$ cat src/rtl/cpu_pkg.sv
// Shared CPU definitions used by the ID/EX operand stage and its forwarding
// unit. Holds the ALU operation codes, the forward-select encoding, the
// default datapath widths and a small saturating-increment helper.
package cpu_pkg;

    // Default widths for the integer datapath.
    localparam int CPU_DATA_W = 32;
    localparam int CPU_REG_AW = 5;

    // ALU operation codes driven on alu_ctrl.
    localparam logic [2:0] ALU_AND  = 3'b000;
    localparam logic [2:0] ALU_SRAI = 3'b001;
    localparam logic [2:0] ALU_ADD  = 3'b010;
    localparam logic [2:0] ALU_SLL  = 3'b011;
    localparam logic [2:0] ALU_MUL  = 3'b100;
    localparam logic [2:0] ALU_SUB  = 3'b110;
    localparam logic [2:0] ALU_XOR  = 3'b111;

    // Where a source operand is taken from.
    typedef enum logic [1:0] {
        FWD_RF    = 2'd0,
        FWD_EXMEM = 2'd1,
        FWD_MEMWB = 2'd2
    } fwd_sel_e;

    // 32-bit counter increment that sticks at all-ones.
    function automatic logic [31:0] sat_inc(input logic [31:0] value);
        return (value == 32'hFFFF_FFFF) ? value : value + 32'd1;
    endfunction

endpackage

$ cat src/rtl/fwd_unit.sv
// Operand forwarding select-and-mux for one source register. Purely
// combinational: picks the youngest in-flight producer of the source
// register (EX/MEM before MEM/WB) and forces x0 to read as zero.
module fwd_unit
    import cpu_pkg::*;
#(
    parameter int DATA_W = CPU_DATA_W,
    parameter int REG_AW = CPU_REG_AW
) (
    input  logic [REG_AW-1:0] src_addr,
    input  logic [DATA_W-1:0] src_data,
    input  logic              fwd_en,
    input  logic [REG_AW-1:0] exmem_rd,
    input  logic              exmem_reg_write,
    input  logic [DATA_W-1:0] exmem_result,
    input  logic [REG_AW-1:0] memwb_rd,
    input  logic              memwb_reg_write,
    input  logic [DATA_W-1:0] memwb_result,
    output logic [DATA_W-1:0] data
);

    fwd_sel_e sel;

    // Choose the operand source; EX/MEM holds the younger result so it wins.
    always_comb begin
        // NOTE: every always_comb output gets a default first so no path infers a latch.
        sel = FWD_RF;
        if (fwd_en && exmem_reg_write && (exmem_rd != '0) && (exmem_rd == src_addr)) begin
            sel = FWD_EXMEM;
        end else if (fwd_en && memwb_reg_write && (memwb_rd != '0) && (memwb_rd == src_addr)) begin
            sel = FWD_MEMWB;
        end
    end

    // Drive the selected value; x0 is hard-wired to zero whatever the inputs say.
    always_comb begin
        data = src_data;
        unique case (sel)
            FWD_EXMEM: data = exmem_result;
            FWD_MEMWB: data = memwb_result;
            default:   data = src_data;
        endcase
        if (src_addr == '0) begin
            data = '0;
        end
    end

endmodule

$ cat src/rtl/id_ex_operand_stage.sv
// ID/EX pipeline register and ALU operand-select stage. Captures decoded
// fields, resolves RAW hazards by forwarding from EX/MEM and MEM/WB, inserts
// one bubble on load-use, and holds under EX back-pressure.
// Optional performance counters are built when ID_EX_PERF_CNT_EN is defined.
module id_ex_operand_stage
    import cpu_pkg::*;
#(
    parameter int DATA_W = CPU_DATA_W,
    parameter int REG_AW = CPU_REG_AW
) (
    input  logic              clk_i,
    input  logic              rst_i,
    input  logic              valid_i,
    output logic              ready_o,
    input  logic [REG_AW-1:0] rs1_addr_i,
    input  logic [REG_AW-1:0] rs2_addr_i,
    input  logic [REG_AW-1:0] rd_addr_i,
    input  logic [DATA_W-1:0] rs1_data_i,
    input  logic [DATA_W-1:0] rs2_data_i,
    input  logic [DATA_W-1:0] imm_i,
    input  logic [2:0]        alu_ctrl_i,
    input  logic              alu_src_i,
    input  logic              reg_write_i,
    input  logic              mem_read_i,
    input  logic              mem_write_i,
    input  logic              flush_i,
    input  logic              ex_ready_i,
    input  logic [REG_AW-1:0] exmem_rd_i,
    input  logic [REG_AW-1:0] memwb_rd_i,
    input  logic              exmem_reg_write_i,
    input  logic              memwb_reg_write_i,
    input  logic [DATA_W-1:0] exmem_result_i,
    input  logic [DATA_W-1:0] memwb_result_i,
    output logic              valid_o,
    output logic [DATA_W-1:0] data1_o,
    output logic [DATA_W-1:0] data2_o,
    output logic [2:0]        alu_ctrl_o,
    output logic [DATA_W-1:0] store_data_o,
    output logic [REG_AW-1:0] rd_addr_o,
`ifdef ID_EX_PERF_CNT_EN
    output logic [31:0]       bubble_cnt_o,
    output logic [31:0]       stall_cnt_o,
`endif
    output logic              reg_write_o,
    output logic              mem_read_o,
    output logic              mem_write_o
);

    // Registered instruction fields.
    logic              valid_q;
    logic [REG_AW-1:0] rs1_addr_q;
    logic [REG_AW-1:0] rs2_addr_q;
    logic [REG_AW-1:0] rd_addr_q;
    logic [DATA_W-1:0] rs1_data_q;
    logic [DATA_W-1:0] rs2_data_q;
    logic [DATA_W-1:0] imm_q;
    logic [2:0]        alu_ctrl_q;
    logic              alu_src_q;
    logic              reg_write_q;
    logic              mem_read_q;
    logic              mem_write_q;
    // Forwarding is allowed only while the register values are as captured;
    // once a hold folds the forwarded values back in, the registers are final.
    logic              fwd_en_q;

    logic [DATA_W-1:0] fwd1_data;
    logic [DATA_W-1:0] fwd2_data;
    logic              hazard;

    // Load-use detection against the instruction waiting in ID; rs2 is compared
    // even for immediate forms to keep the check simple and safe.
    always_comb begin
        hazard = valid_q && mem_read_q && (rd_addr_q != '0) && valid_i &&
                 ((rd_addr_q == rs1_addr_i) || (rd_addr_q == rs2_addr_i));
    end

    assign ready_o = ex_ready_i && !hazard && !flush_i;

    fwd_unit #(
        .DATA_W (DATA_W),
        .REG_AW (REG_AW)
    ) u_fwd_rs1 (
        .src_addr        (rs1_addr_q),
        .src_data        (rs1_data_q),
        .fwd_en          (fwd_en_q),
        .exmem_rd        (exmem_rd_i),
        .exmem_reg_write (exmem_reg_write_i),
        .exmem_result    (exmem_result_i),
        .memwb_rd        (memwb_rd_i),
        .memwb_reg_write (memwb_reg_write_i),
        .memwb_result    (memwb_result_i),
        .data            (fwd1_data)
    );

    fwd_unit #(
        .DATA_W (DATA_W),
        .REG_AW (REG_AW)
    ) u_fwd_rs2 (
        .src_addr        (rs2_addr_q),
        .src_data        (rs2_data_q),
        .fwd_en          (fwd_en_q),
        .exmem_rd        (exmem_rd_i),
        .exmem_reg_write (exmem_reg_write_i),
        .exmem_result    (exmem_result_i),
        .memwb_rd        (memwb_rd_i),
        .memwb_reg_write (memwb_reg_write_i),
        .memwb_result    (memwb_result_i),
        .data            (fwd2_data)
    );

    // Pipeline register: flush, hold, bubble, capture, drain, in that priority.
    always_ff @(posedge clk_i or negedge rst_i) begin
        if (!rst_i) begin
            valid_q     <= 1'b0;
            rs1_addr_q  <= '0;
            rs2_addr_q  <= '0;
            rd_addr_q   <= '0;
            rs1_data_q  <= '0;
            rs2_data_q  <= '0;
            imm_q       <= '0;
            alu_ctrl_q  <= ALU_ADD;
            alu_src_q   <= 1'b0;
            reg_write_q <= 1'b0;
            mem_read_q  <= 1'b0;
            mem_write_q <= 1'b0;
            fwd_en_q    <= 1'b0;
        end else if (flush_i) begin
            valid_q <= 1'b0;
        end else if (!ex_ready_i) begin
            // NOTE: non-blocking updates so every register samples pre-edge values.
            rs1_data_q <= fwd1_data;
            rs2_data_q <= fwd2_data;
            fwd_en_q   <= 1'b0;
        end else if (hazard) begin
            valid_q <= 1'b0;
        end else if (valid_i) begin
            valid_q     <= 1'b1;
            rs1_addr_q  <= rs1_addr_i;
            rs2_addr_q  <= rs2_addr_i;
            rd_addr_q   <= rd_addr_i;
            rs1_data_q  <= rs1_data_i;
            rs2_data_q  <= rs2_data_i;
            imm_q       <= imm_i;
            alu_ctrl_q  <= alu_ctrl_i;
            alu_src_q   <= alu_src_i;
            reg_write_q <= reg_write_i;
            mem_read_q  <= mem_read_i;
            mem_write_q <= mem_write_i;
            fwd_en_q    <= 1'b1;
        end else begin
            valid_q <= 1'b0;
        end
    end

`ifdef ID_EX_PERF_CNT_EN
    logic [31:0] bubble_cnt_q;
    logic [31:0] stall_cnt_q;

    // Saturating counters for load-use bubbles and back-pressure stall cycles.
    always_ff @(posedge clk_i or negedge rst_i) begin
        if (!rst_i) begin
            bubble_cnt_q <= '0;
            stall_cnt_q  <= '0;
        end else begin
            if (!flush_i && ex_ready_i && hazard) begin
                bubble_cnt_q <= sat_inc(bubble_cnt_q);
            end
            if (!ex_ready_i && valid_q) begin
                stall_cnt_q <= sat_inc(stall_cnt_q);
            end
        end
    end

    assign bubble_cnt_o = bubble_cnt_q;
    assign stall_cnt_o  = stall_cnt_q;
`endif

    assign valid_o      = valid_q;
    assign data1_o      = fwd1_data;
    assign store_data_o = fwd2_data;
    assign data2_o      = alu_src_q ? imm_q : fwd2_data;
    assign alu_ctrl_o   = alu_ctrl_q;
    assign rd_addr_o    = rd_addr_q;
    assign reg_write_o  = valid_q && reg_write_q;
    assign mem_read_o   = valid_q && mem_read_q;
    assign mem_write_o  = valid_q && mem_write_q;

endmodule

$ cat config.mk
export PLATFORM = sky130hd
export DESIGN_NAME = id_ex_operand_stage
export DESIGN_NICKNAME = d
export VERILOG_FILES = /design/src/rtl/cpu_pkg.sv /design/src/rtl/fwd_unit.sv /design/src/rtl/id_ex_operand_stage.sv
export SDC_FILE = /design/constraint.sdc
export NUM_CORES = 1
export LEC_CHECK = 0
export BUFFER_PORTS_ARGS = -buffer_cell sky130_fd_sc_hd__buf_2
export CAP_MARGIN = 20
export CORE_MARGIN = 4
export CORE_UTILIZATION = 37
export CTS_BUF_LIST = sky130_fd_sc_hd__clkbuf_8
export CTS_CLUSTER_SIZE = 10
export DETAILED_ROUTE_END_ITERATION = 8
export GPL_ROUTABILITY_DRIVEN = 0
export PLACE_DENSITY = 0.64
export SLEW_MARGIN = 15
export SYNTH_ARGS = -nofsm -noshare
export SYNTH_HDL_FRONTEND = slang
export SYNTH_SLANG_ARGS = --single-unit
$ cat constraint.sdc
create_clock -name clk_i -period 5.9 [get_ports clk_i]
set_input_delay 0.59 -clock clk_i [delete_from_list [all_inputs] [get_ports clk_i]]
set_output_delay 0.59 -clock clk_i [all_outputs]
set_load 0.01 [all_outputs]
# == Word-level counts from Yosys, hierarchy flattened ==
# Index checks and enable logic that the tools add are counted.
# op_classes
mux,22
eq_ne,12
n_reduce_logical,27
bitwise_logic,2
# ops
op,n
2-to-1 mux 32 bit,9
case mux 32 bit (2 select lines),2
== test 5 bit,6
logical AND 1 bit,16
nonzero test 5 bit,3
zero test 5 bit,2
2-to-1 mux 2 bit,4
2-to-1 mux 1 bit,7
== test 2 x 1 -> 1 bit (second input constant),2
== test 2 bit (second input constant),2
inequality test 2 bit (second input constant),2
AND reduction 4 bit,1
AND reduction 3 bit,1
zero test 1 bit,2
inverter 1 bit,2
nonzero test 2 bit,1
logical OR 1 bit,1
# word_totals
wordCells,76
inputBits,199
out_inout_bits,109
register_bits,120

# == Logic depth before layout (Yosys ltp) ==
# logic_depth
ltp_word,9
mapped_depth,8
ltp_nobuf,6

# == By module ==
# Synthesis repeated with hierarchy kept, for this count alone.
# unflattened
cells_unflattened,954
hier_area_um2,8729.6
# modules_own_cells
mod,area_each_um2,n_inst,seq_area_each_um2,cells_each
id_ex_operand_stage,6897.9,1,3004.1,686
fwd_unit,915.9,2,0.0,134

# == Worst setup path after synthesis ==
# Ideal clock, no wire load.
# synth_path
kind,input to output
from,in exmem_rd_i[4]
to,out data2_o[31]
t_required_ns,5.310
arrival_time_ns,2.145
stages,7
slack_ns,3.165
path_buffers,1
cell_sequence,or3_1 o311a_1 nand4_1 buf_4 nor2_1 nor3_1 mux2_2
# synth_via
elab_chain_cells,8
elab_cells_between_ends,10
cone_classes,3 x eq/ne; 4 x mux; 3 x reduce/logical
# synth_lines
element,line,rtl
from (decl),id_ex_operand_stage.sv:28,"input logic [REG_AW-1:0] exmem_rd_i,"
nonzero test 5 bit,fwd_unit.sv:28,if (fwd_en && exmem_reg_write && (exmem_rd != '0) && (exmem_rd == src_addr)) begin
logical AND 1 bit,fwd_unit.sv:28,
logical AND 1 bit (*),fwd_unit.sv:28,
2-to-1 mux 2 bit (*),fwd_unit.sv:28,
== test 2 bit or == test 2 x 1 -> 1 bit (tied branches),fwd_unit.sv:38,unique case (sel)
case mux 32 bit (2 select lines) (*),fwd_unit.sv:38,
2-to-1 mux 32 bit (*),fwd_unit.sv:43,if (src_addr == '0) begin
via store_data_o[31],id_ex_operand_stage.sv:38,"output logic [DATA_W-1:0] store_data_o,"
2-to-1 mux 32 bit (*),id_ex_operand_stage.sv:181,assign data2_o = alu_src_q ? imm_q : fwd2_data;
to (decl),id_ex_operand_stage.sv:36,"output logic [DATA_W-1:0] data2_o,"
# Mark *: on every way through the listed nets, which the timed path passes. The rest lies on a longest branch.

# == Worst setup path after layout ==
# layout_path
from,reg rs2_addr_q[3]
to,out data2_o[0]
# layout_via
elab_chain_cells,8
elab_cells_between_ends,12
cone_classes,4 x eq/ne; 5 x mux; 3 x reduce/logical
# layout_lines
element,line,rtl
from (decl),id_ex_operand_stage.sv:52,logic [REG_AW-1:0] rs2_addr_q;
from (signal assigned),id_ex_operand_stage.sv:139,rs2_addr_q <= rs2_addr_i;
== test 5 bit,fwd_unit.sv:30,end else if (fwd_en && memwb_reg_write && (memwb_rd != '0) && (memwb_rd == src_addr)) begin
logical AND 1 bit,fwd_unit.sv:30,
2-to-1 mux 2 bit,fwd_unit.sv:30,
2-to-1 mux 2 bit,fwd_unit.sv:28,
== test 2 bit or == test 2 x 1 -> 1 bit (tied branches),fwd_unit.sv:38,
case mux 32 bit (2 select lines),fwd_unit.sv:38,
2-to-1 mux 32 bit (*),fwd_unit.sv:43,
2-to-1 mux 32 bit (*),id_ex_operand_stage.sv:181,
# Mark *: on every way between the ends. The rest lies on a longest branch, timed or not.

==> impl_metrics.ini <==
[outcome]
status = complete, no violations

[setup_path]
worstSetupEndpointType = output pin
crit_required_ps = 5310
ff2ff_setup_slack_ps = 3030
critPathLaunchType = flop
crit_path_top_delay_cell = nand3_2
timing.rr.end = imm_q[17]
criticalPathCategory = flop to output pin
max_stage_delay_ps = 520
path_delay_family = simple AND/OR/NAND/NOR gates
worstPathMaxFanout = 18
reg2regPathDepth = 7
worstPathArrival_ps = 3330
critPathBufInv = 2
path_cells = xor2_1 -> nor3_1 -> nand3_2 -> buf_4 -> mux2i_1 -> a21oi_1 -> a22o_1 -> buf_2
reg2reg_from = rd_addr_o[1]

[power]
p_leak_uw = 0.00466
powerDensity_nw_per_um2 = 316
ir_drop_uv = 193

[route]
met2_wirelength_um = 12800
top_layer_used = met5
wl_per_cell_um = 20.7
met3_length_um = 2270
viasPerCell = 5.50
wl_met1_um = 11200
drc = 0
drtPass1Iterations = 5
ant_nets = 0
vias = 7109
wl_um = 26800
drt_iter0_drc = 351

[global_routing]
overflow = 0
grt_pass1_wl_um = 40300
grt_max_degree = 96
globalRouteTotalUtil_pct = 23.5
grt_pass1_vias = 7157
antenna_found_initial = 6

[min_path]
hp-class = primary input to async pin

[job]
max_cap_viol_count = 0

[synth]
synth_top_family_by_area = compound AO/OA/AOI/OAI gates
synth.most_common_cell = dfrtp_1
avgSynthCellArea_um2 = 9.95
muxShareOfSynthArea_pct = 12.7
synth.distinct_cells = 45
syn-cell-area_um2 = 7390
syn_inst = 743
synthFlopType = dfrtp_1
synthArstFlopShare_pct = 100
ys_warn_count = 0
synth_edf_count = 0
synth_area_leaders = dfrtp_1, mux2_2, a21oi_1
synth_compound_area_share_pct = 26.1
yosys.area_share.xor_xnor_pct = 3.55
ys_ff_latch = 120
seq_area_frac_synth_pct = 40.6
yosys.area.top_type = dfrtp_1
synth_nets = 942
synthTopCellsByCount = dfrtp_1, a21oi_1, mux2_2, nor2_1, nand2_1
synth_top_area_share_pct = 40.3
synth_simple_gate_area_share_pct = 12.0
synthAdderAreaFrac_pct = 0

[clock_tree]
cts.path.max_buffers = 2
cts_sinks = 120
htreeDepth = 4
cts_buffers = 17
postCtsSetupBuffers = 0
cts_tree = built
clk_pin_slew_ps = 80
clk-insertion-delay-late_ps = 440
cts_root_buf = clkbuf_8
cts_hold_buffers = 0
ctsResizeCount = 0

[cells_and_area]
final_net_count = 1212
nFillCells = 1853
layout.cells.non_filler = 1293
drive_gt1_share_pct = 41.4
stdcell_area_um2 = 9510
syn_to_final_growth_pct = 28.6

[placed_design]
dp_hpwl_um = 18300
dpl.cell_count = 1259
io_buffers = 307
placed_area_um2 = 9060

[sta]
timing.setup.tns_ps = 0
setup_viol = 0
worstMarginPinSlew_ps = 1130
finalCritPeriodShare_pct = 66.4
rsz0062_at_grt = no
max_freq_mhz = 255
finalHoldViolCount = 0
fin_worst_skew_ps = 14.6
report.final.slew_viol_count = 0
fin_crit_ps = 3920
relSlewSlack_pct = 24.4

[die]
fp.dieW_um = 149
ios = 308
dieArea_um2 = 22300
initial_utilization_pct = 37.7
rows = 51
coreArea_um2 = 19600
die_h_um = 149
[area by class of cell]
type                    instances  area, um^2  area share, %
clock buffers                  17         234           2.46
clock inverters                14         208           2.18
multi-input cells             553        4060           42.7
well taps                     265         332           3.49
diodes                          3        7.51         0.0790
repair buffers                315        1640           17.2
flip-flops and latches        120        3010           31.6
inverters                       6        22.5          0.237
[cell usage in the layout (no fill, tap or decap), types with 4 or more instances in the layout]
| master | synthesis | routed |
|---|---|---|
| or2b_1 | 7 | 7 |
| a21oi_1 | 87 | 87 |
| bufinv_16 | 0 | 5 |
| nand2_1 | 41 | 40 |
| buf_4 | 3 | 6 |
| nor2_1 | 46 | 44 |
| nor3_1 | 11 | 11 |
| a221o_1 | 32 | 32 |
| xor2_1 | 28 | 28 |
| inv_1 | 6 | 7 |
| nor2b_1 | 31 | 31 |
| o21ai_0 | 33 | 33 |
| mux2_2 | 55 | 55 |
| mux2i_1 | 32 | 32 |
| a211oi_1 | 32 | 32 |
| clkbuf_8 | 0 | 17 |
| nand2b_1 | 23 | 23 |
| dfrtp_1 | 119 | 118 |
| buf_2 | 29 | 306 |
| a22o_1 | 31 | 31 |
| o221a_1 | 29 | 29 |
| clkinvlp_4 | 0 | 4 |
[worst register-to-register path: stages, from the launching register on]
cell and delay (ps):
dfrtp_1 450, or4_4 580, o21ai_4 220, o21ai_4 100
nor2_4 470, buf_16 250, buf_12 260, mux2_2 420
[flip-flops by register name, indices dropped and copies added, names as in the netlist, 3 cells and up]
signal      count
alu_ctrl_o      3
rs2_data_q     32
rd_addr_o       5
rs2_addr_q      5
imm_q          32
rs1_addr_q      5
rs1_data_q     32
[stage by stage]
| stage | setup slack, ps | utilization (%) | power (uW) | hold slack (ps) |
|---|---|---|---|---|
| 6_report | 1980 | 48.5 | 3000 | 127 |
| 4_1_cts | 1960 | 48.5 | 3030 | 141 |
| 5_1_grt | 1840 | 48.5 | 3180 | 154 |
| 3_5_place_dp | 2250 | 46.2 | 2160 | 489 |
| 3_3_place_gp | 2290 | 46.1 | 2150 | 482 |
| 2_1_floorplan | 3160 | - | 1720 | 294 |
[metal layers]
layer,GRT usage (%),vias to the layer above
li1,-,3324
met4,7.28,6
met3,6.50,40
met2,38.5,312
met1,30.2,3427
met5,0,-
[kinds of logic (layout without fill, tap and decap cells)]
kind of cell	after synthesis	count (layout)
AO/OA/AOI/OAI	260	260
buffers and inverters	70	352
AND/OR/NAND/NOR	176	176
multiplexers	87	87
XOR/XNOR	30	30
flip-flops	120	120
other	0	3
[where the power goes]
group          total (uW)  switching, uW  internal (uW)
clock                 859            362            497
sequential           1110            129            984
combinational        1030            534            497
[worst max-delay path by stage]
| stage | startpoint | to | slack (ps) | cells after the start |
|---|---|---|---|---|
| 6_report | rs2_addr_q[3] | data2_o[0] | 1980 | 8 |
| 5_1_grt | rs2_addr_q[1] | data2_o[29] | 1840 | 5 |
| 3_3_place_gp | memwb_rd_i[3] | store_data_o[0] | 2290 | 9 |
| 3_5_place_dp | exmem_rd_i[4] | data2_o[31] | 2250 | 9 |
| 2_1_floorplan | exmem_rd_i[4] | data2_o[31] | 3160 | 7 |
| 4_1_cts | rs2_addr_q[1] | data2_o[29] | 1960 | 5 |
(Power assumes the default switching activity.)
